### src/rtl/countdown_timer_bcd_if.sv
// Keypad/control and display/status bundle for countdown_timer_bcd.
// master = keypad/controller side, slave = timer side.
interface countdown_timer_bcd_if #(
  parameter int MIN_DIGITS = 1
);
  logic [3:0]              digit;
  logic                    digit_valid;
  logic                    start;
  logic                    pause;
  logic                    cancel;
  logic                    en;
  logic [3:0]              sec_ones;
  logic [3:0]              sec_tens;
  logic [4*MIN_DIGITS-1:0] mins;
  logic                    zero;
  logic                    running;
  logic                    done;

  modport master (
    output digit, digit_valid, start, pause, cancel, en,
    input  sec_ones, sec_tens, mins, zero, running, done
  );

  modport slave (
    input  digit, digit_valid, start, pause, cancel, en,
    output sec_ones, sec_tens, mins, zero, running, done
  );
endinterface

### src/rtl/countdown_timer_bcd.sv
// BCD mm:ss countdown timer with keypad shift-entry, start/pause/resume/cancel,
// quick-start/extend by QUICK_SECS and a one-cycle done pulse.
module countdown_timer_bcd #(
  parameter int MIN_DIGITS = 1,
  parameter int TICK_DIV   = 1,
  parameter int QUICK_SECS = 30
) (
  input logic             clock,
  input logic             clr,
  countdown_timer_bcd_if.slave bus
);
  localparam int MW = 4 * MIN_DIGITS;
  localparam int PW = (TICK_DIV > 1) ? $clog2(TICK_DIV) : 1;
  localparam logic [PW-1:0] PRESC_LAST = PW'(TICK_DIV - 1);
  localparam logic [3:0] QUICK_TENS = 4'(QUICK_SECS / 10);
  localparam logic [3:0] QUICK_ONES = 4'(QUICK_SECS % 10);
  localparam logic [7:0] QUICK_BIN  = 8'(QUICK_SECS);

  localparam logic [1:0] ST_IDLE  = 2'd0;
  localparam logic [1:0] ST_RUN   = 2'd1;
  localparam logic [1:0] ST_PAUSE = 2'd2;

  logic [1:0]    state_reg, state_next;
  logic [3:0]    sec_ones_reg, sec_ones_next;
  logic [3:0]    sec_tens_reg, sec_tens_next;
  logic [MW-1:0] mins_reg, mins_next;
  logic [PW-1:0] presc_reg, presc_next;
  logic          done_reg, done_next;
  logic          running_reg, running_next;

  // Per-digit minute helpers: borrow/carry ripple from the least-significant digit.
  logic [MIN_DIGITS:0] mins_zero_chain;
  logic [MIN_DIGITS:0] mins_nine_chain;
  logic [MW-1:0]       mins_dec;
  logic [MW-1:0]       mins_inc;
  logic [MW-1:0]       mins_shift;

  assign mins_zero_chain[0] = 1'b1;
  assign mins_nine_chain[0] = 1'b1;

  genvar gi;
  generate
    for (gi = 0; gi < MIN_DIGITS; gi++) begin : g_digit
      logic [3:0] cur;
      assign cur = mins_reg[4*gi +: 4];
      assign mins_zero_chain[gi+1] = mins_zero_chain[gi] & (cur == 4'd0);
      assign mins_nine_chain[gi+1] = mins_nine_chain[gi] & (cur == 4'd9);
      assign mins_dec[4*gi +: 4] = !mins_zero_chain[gi] ? cur :
                                   (cur == 4'd0) ? 4'd9 : cur - 4'd1;
      assign mins_inc[4*gi +: 4] = !mins_nine_chain[gi] ? cur :
                                   (cur == 4'd9) ? 4'd0 : cur + 4'd1;
      if (gi == 0) begin : g_low
        assign mins_shift[3:0] = sec_tens_reg;
      end else begin : g_up
        assign mins_shift[4*gi +: 4] = mins_reg[4*(gi-1) +: 4];
      end
    end
  endgenerate

  logic mins_zero;
  logic zero_now;
  assign mins_zero = mins_zero_chain[MIN_DIGITS];
  assign zero_now  = (sec_ones_reg == 4'd0) && (sec_tens_reg == 4'd0) && mins_zero;

  // Extend works in binary on the seconds field; entries up to 99 keep the
  // result at most 98 after a single 60-second wrap.
  logic [7:0] secs_bin;
  logic [7:0] ext_sum;
  logic [7:0] ext_secs;
  logic       ext_carry;
  logic       ext_blocked;
  logic [3:0] ext_tens;
  logic [3:0] ext_ones;

  assign secs_bin    = ({4'd0, sec_tens_reg} * 8'd10) + {4'd0, sec_ones_reg};
  assign ext_sum     = secs_bin + QUICK_BIN;
  assign ext_carry   = (ext_sum >= 8'd60);
  assign ext_secs    = ext_carry ? (ext_sum - 8'd60) : ext_sum;
  assign ext_tens    = 4'(ext_secs / 8'd10);
  assign ext_ones    = 4'(ext_secs % 8'd10);
  assign ext_blocked = ext_carry & mins_nine_chain[MIN_DIGITS];

  logic tick_due;
  assign tick_due = (presc_reg == PRESC_LAST);

  always_comb begin
    state_next    = state_reg;
    sec_ones_next = sec_ones_reg;
    sec_tens_next = sec_tens_reg;
    mins_next     = mins_reg;
    presc_next    = presc_reg;
    done_next     = 1'b0;

    if (bus.cancel) begin
      state_next    = ST_IDLE;
      sec_ones_next = 4'd0;
      sec_tens_next = 4'd0;
      mins_next     = '0;
      presc_next    = '0;
    end else if (bus.start) begin
      case (state_reg)
        ST_IDLE: begin
          if (zero_now) begin
            sec_tens_next = QUICK_TENS;
            sec_ones_next = QUICK_ONES;
          end
          state_next = ST_RUN;
          presc_next = '0;
        end
        ST_PAUSE: begin
          state_next = ST_RUN;
        end
        ST_RUN: begin
          if (!ext_blocked) begin
            sec_tens_next = ext_tens;
            sec_ones_next = ext_ones;
            if (ext_carry) begin
              mins_next = mins_inc;
            end
          end
        end
        default: begin
          state_next = ST_IDLE;
        end
      endcase
    end else if (bus.pause && (state_reg == ST_RUN)) begin
      state_next = ST_PAUSE;
    end else if (bus.digit_valid && (state_reg == ST_IDLE) && (bus.digit <= 4'd9)) begin
      mins_next     = mins_shift;
      sec_tens_next = sec_ones_reg;
      sec_ones_next = bus.digit;
    end else if ((state_reg == ST_RUN) && bus.en) begin
      if (tick_due) begin
        presc_next = '0;
        if (sec_ones_reg != 4'd0) begin
          sec_ones_next = sec_ones_reg - 4'd1;
          // Only a 0:01 -> 0:00 step can land on zero.
          if ((sec_ones_reg == 4'd1) && (sec_tens_reg == 4'd0) && mins_zero) begin
            state_next = ST_IDLE;
            done_next  = 1'b1;
          end
        end else if (sec_tens_reg != 4'd0) begin
          sec_tens_next = sec_tens_reg - 4'd1;
          sec_ones_next = 4'd9;
        end else if (!mins_zero) begin
          mins_next     = mins_dec;
          sec_tens_next = 4'd5;
          sec_ones_next = 4'd9;
        end
      end else begin
        presc_next = presc_reg + 1'b1;
      end
    end
  end

  assign running_next = (state_next == ST_RUN);

  always_ff @(posedge clock) begin
    if (clr) begin
      state_reg    <= ST_IDLE;
      sec_ones_reg <= 4'd0;
      sec_tens_reg <= 4'd0;
      mins_reg     <= '0;
      presc_reg    <= '0;
      done_reg     <= 1'b0;
      running_reg  <= 1'b0;
    end else begin
      state_reg    <= state_next;
      sec_ones_reg <= sec_ones_next;
      sec_tens_reg <= sec_tens_next;
      mins_reg     <= mins_next;
      presc_reg    <= presc_next;
      done_reg     <= done_next;
      running_reg  <= running_next;
    end
  end

  assign bus.sec_ones = sec_ones_reg;
  assign bus.sec_tens = sec_tens_reg;
  assign bus.mins     = mins_reg;
  assign bus.zero     = zero_now;
  assign bus.running  = running_reg;
  assign bus.done     = done_reg;
endmodule

### src/flat_wrapper.sv
// flat-port wrapper written by rule: the top's interface ports become plain ports
module countdown_timer_bcd_flat 
#(
  parameter int MIN_DIGITS = 1,
  parameter int TICK_DIV   = 1,
  parameter int QUICK_SECS = 30
)
  (clock, clr, bus_digit, bus_digit_valid, bus_start, bus_pause, bus_cancel, bus_en, bus_sec_ones, bus_sec_tens, bus_mins, bus_zero, bus_running, bus_done);
  countdown_timer_bcd_if #(.MIN_DIGITS(MIN_DIGITS)) bus_i ();
  input logic clock;
  input logic clr;
  input wire logic [$bits(bus_i.digit)-1:0] bus_digit;
  input wire logic [$bits(bus_i.digit_valid)-1:0] bus_digit_valid;
  input wire logic [$bits(bus_i.start)-1:0] bus_start;
  input wire logic [$bits(bus_i.pause)-1:0] bus_pause;
  input wire logic [$bits(bus_i.cancel)-1:0] bus_cancel;
  input wire logic [$bits(bus_i.en)-1:0] bus_en;
  output wire logic [$bits(bus_i.sec_ones)-1:0] bus_sec_ones;
  output wire logic [$bits(bus_i.sec_tens)-1:0] bus_sec_tens;
  output wire logic [$bits(bus_i.mins)-1:0] bus_mins;
  output wire logic [$bits(bus_i.zero)-1:0] bus_zero;
  output wire logic [$bits(bus_i.running)-1:0] bus_running;
  output wire logic [$bits(bus_i.done)-1:0] bus_done;
  assign bus_i.digit = bus_digit;
  assign bus_i.digit_valid = bus_digit_valid;
  assign bus_i.start = bus_start;
  assign bus_i.pause = bus_pause;
  assign bus_i.cancel = bus_cancel;
  assign bus_i.en = bus_en;
  assign bus_sec_ones = bus_i.sec_ones;
  assign bus_sec_tens = bus_i.sec_tens;
  assign bus_mins = bus_i.mins;
  assign bus_zero = bus_i.zero;
  assign bus_running = bus_i.running;
  assign bus_done = bus_i.done;
  countdown_timer_bcd #(.MIN_DIGITS(MIN_DIGITS), .TICK_DIV(TICK_DIV), .QUICK_SECS(QUICK_SECS)) u_core (.clock(clock), .clr(clr), .bus(bus_i));
endmodule
### config.mk
export PLATFORM = sky130hd
export DESIGN_NAME = countdown_timer_bcd_flat
export DESIGN_NICKNAME = d
export VERILOG_FILES = /design/src/rtl/countdown_timer_bcd_if.sv /design/src/rtl/countdown_timer_bcd.sv /design/src/flat_wrapper.sv
export SDC_FILE = /design/constraint.sdc
export NUM_CORES = 1
export LEC_CHECK = 0
export CORE_MARGIN = 2
export CORE_UTILIZATION = 51
export CTS_CLUSTER_SIZE = 30
export DETAILED_ROUTE_END_ITERATION = 16
export GPL_ROUTABILITY_DRIVEN = 0
export PLACE_DENSITY_LB_ADDON = 0.1
export SLEW_MARGIN = 40
export SYNTH_ARGS = -nofsm -noshare
export SYNTH_HDL_FRONTEND = slang
export SYNTH_SLANG_ARGS = --single-unit
export TNS_END_PERCENT = 5
### constraint.sdc
create_clock -name clock -period 4.9 [get_ports clock]
set_input_delay 0.98 -clock clock [delete_from_list [all_inputs] [get_ports clock]]
set_output_delay 0.98 -clock clock [all_outputs]
set_load 0.03 [all_outputs]
==> metrics.txt <==
status completed; Tcrit/Tclk final 93.7%; Setup CP Type flip-flop to flip-flop; Area Overhead vs Synth 13.4%; Cells after DPL 458; f_max 0.218 GHz; vias in the first global route 2715; Worst EP required 5040 ps; initial antenna violation count 0; largest net degree at the start of global routing 17; Yosys cell types 83; Main synth FF type dfxtp_1; Sink Count 16; CTS tree yes; Die Wd 77.0 microns; CP max stage delay 690 ps; Seq cells post-synth 16; row cnt 26; dpl hpwl 5930 microns; drt via density 6.68; Worst Hold Depth 2; register area share after synthesis 11.8%; starting density of the core 53.2%; antenna viol nets, final 0; Hold Path Class flip-flop to flip-flop; DR vias 3080; R2R Path End u_core.bus.sec_ones[2]; global-route wire length before repair 13100 microns; Wirelength per Cell 16.8 microns; RSZ-0062 raised after global routing false; Slew headroom 46.7%; fraction of registers with async set/reset 0%; post-layout min period 4590 ps; total global routing overflow 0; Post-Syn Area 2720 sq um; EDFF count, synth 0; Finish-stage setup viols 0; number of diodes 0; setup TNS 0 ps; Hold Buf Count CTS 0; I/O pin cnt 26; clk_skew 0.488 ps; final hold violations 0; # H-tree levels 1; Worst Reg-to-Reg Cells 14; initial detailed-routing violation count 259; Worst-Margin Slew 796 ps; total wire length after detailed routing 7730 microns; flop-to-flop setup slack 310 ps; Slowest-stage cell, CP a2111oi_2; worst vdd ir 0.378 mV; Syn Area/Cell 7.28 sq um; crit path launch type flip-flop; Worst-path clk slew 70 ps; PwrDens 557 nW/um^2; share of layout cells above drive strength 1 7.93%; CP Max Fanout 16; fin nets 425; Ys Warns 0; core area 5110 sq um; residual DRC count 0; crit path DAT 4730 ps; Mapped Cells 373; Fillers 495; worst reg2reg startpoint u_core.bus.sec_tens[1]; worst hold start u_core.bus.mins[2]; Worst Setup End Kind flip-flop; number of buffers inserted by port buffering 25; worst skew pair latency 250 ps; # resized after CTS 0; leak pwr 0.00110 uW; DIE AREA 5920 sq um; die extent in y 77.0 microns; Hold EP u_core.bus.mins[2]; root buf cell clkbuf_8; Finished Layout Cells 461; syn_nets 405; max-slew violations 0; setup bufs post-CTS 0; crit-path cells ha_1 -> and2_1 -> fa_1 -> ha_1 -> nor2_1 -> a21oi_4 -> xnor2_2 -> nor2_1 -> o211ai_1 -> o311ai_1 -> a2111oi_2 -> o32ai_1 -> o31ai_1 -> o211ai_1; clock tree buffer depth 2; DRT Pass-1 Iters 5; CTS Buf Count 3; max-cap check violation count 0; Total Routing Usage GR 26.4%
==> synth_stat cells (4+ instances only) <==
cell type / number / area [sq um]
nor4_1: 4 / 25.0
a211oi_1: 7 / 52.6
nand2_1: 33 / 124
o21ai_1: 6 / 30.0
dfxtp_1: 16 / 320
nand4_1: 4 / 25.0
a31oi_1: 13 / 81.3
mux2i_1: 5 / 50.1
o2111ai_1: 4 / 35.0
o221ai_1: 4 / 35.0
o31ai_1: 6 / 45.0
a21oi_1: 24 / 120
and3_1: 5 / 31.3
o211ai_1: 10 / 75.1
nor3_1: 18 / 90.1
ha_1: 19 / 238
inv_1: 21 / 78.8
nand2b_1: 4 / 25.0
xnor2_1: 10 / 87.6
and2_1: 5 / 31.3
clkbuf_1: 13 / 48.8
nor2_1: 34 / 128
o21ai_0: 18 / 90.1
nand3_1: 12 / 60.1
==> layout make-up <==
type | instances | area [sq um] | area share [%]
clock buffers | 3 | 41.3 | 1.34
well taps | 70 | 87.6 | 2.84
repair buffers | 34 | 318 | 10.3
inverters | 21 | 78.8 | 2.56
multi-input cells | 317 | 2230 | 72.5
flip-flops and latches | 16 | 320 | 10.4
==> cells in the final DEF, fill, tap and decap left out, types with 12 or more instances in the layout <==
cell,n
a21oi_1,24
a31oi_1,13
clkdlybuf4s50_1,25
dfxtp_1,16
ha_1,19
inv_1,21
nand2_1,33
nand3_1,12
nor2_1,34
nor3_1,18
o21ai_0,18
==> per-layer routing <==
metal / GRT usage (%) / up-vias / wire, microns
met2: 41.1 / 159 / 3530
li1: - / 1468 / -
met4: 5.64 / 0 / 82
met5: 0 / - / 0
met3: 3.29 / 10 / 651
met1: 38.8 / 1443 / 3460
==> power breakdown <==
| part | leakage (uW) | internal [uW] | switching [uW] |
|---|---|---|---|
| Clock | 0.0000216 | 54.7 | 49.9 |
| Combinational | 0.000950 | 511 | 947 |
| Sequential | 0.000130 | 138 | 14.2 |
| Total | 0.00110 | 703 | 1010 |
==> worst max-delay path: cells and delay by family (launching register included) <==
| family | cells | cell delay [ps] |
|---|---|---|
| xor gates and xnor gates | 1 | 630 |
| AOI/OAI and AO/OA | 7 | 1710 |
| adders and majority gates | 3 | 1100 |
| DFF | 1 | 490 |
| and+or+nand+nor | 3 | 550 |
==> stage by stage <==
step                      hold slack [ps]  total power (uW)  instance area, sq um  setup WS (ps)  util, %
final                                 592              1710                  3080            307     60.3
after global routing                  619              1860                  3080           23.6     60.3
after CTS                             584              1670                  3070            342     60.2
after detailed placement              576              1560                  3030            369     59.4
after global placement                567              1550                  3030            410     59.4
after floorplan                       532              1250                  2720            655        -
==> kinds of logic after synthesis <==
family                   Yosys count  synth area share [%]
multiplexers                       6                  2.40
buffers and inverters             40                  6.18
AND/OR/NAND/NOR                  139                  25.4
XOR/XNOR                          14                  6.18
adder cells (fa/ha/maj)           21                  10.2
AO/OA/AOI/OAI                    137                  37.8
flip-flops                        16                  11.8
==> worst max-delay path by stage <==
stage | from | endpoint | slack (ps) | cells past startpoint
floorplan | u_core.bus.sec_tens[1] | u_core.bus.sec_ones[3] | 650 | 15
global placement | u_core.bus.sec_tens[2] | u_core.bus.sec_ones[1] | 410 | 14
detailed placement | u_core.bus.sec_tens[1] | u_core.bus.sec_ones[2] | 370 | 14
CTS | u_core.bus.sec_tens[1] | u_core.bus.sec_ones[2] | 340 | 14
global route | u_core.bus.sec_tens[1] | u_core.bus.sec_ones[2] | 20 | 14
finish | u_core.bus.sec_tens[1] | u_core.bus.sec_ones[2] | 310 | 14
Power figures use the tool's default switching activity.
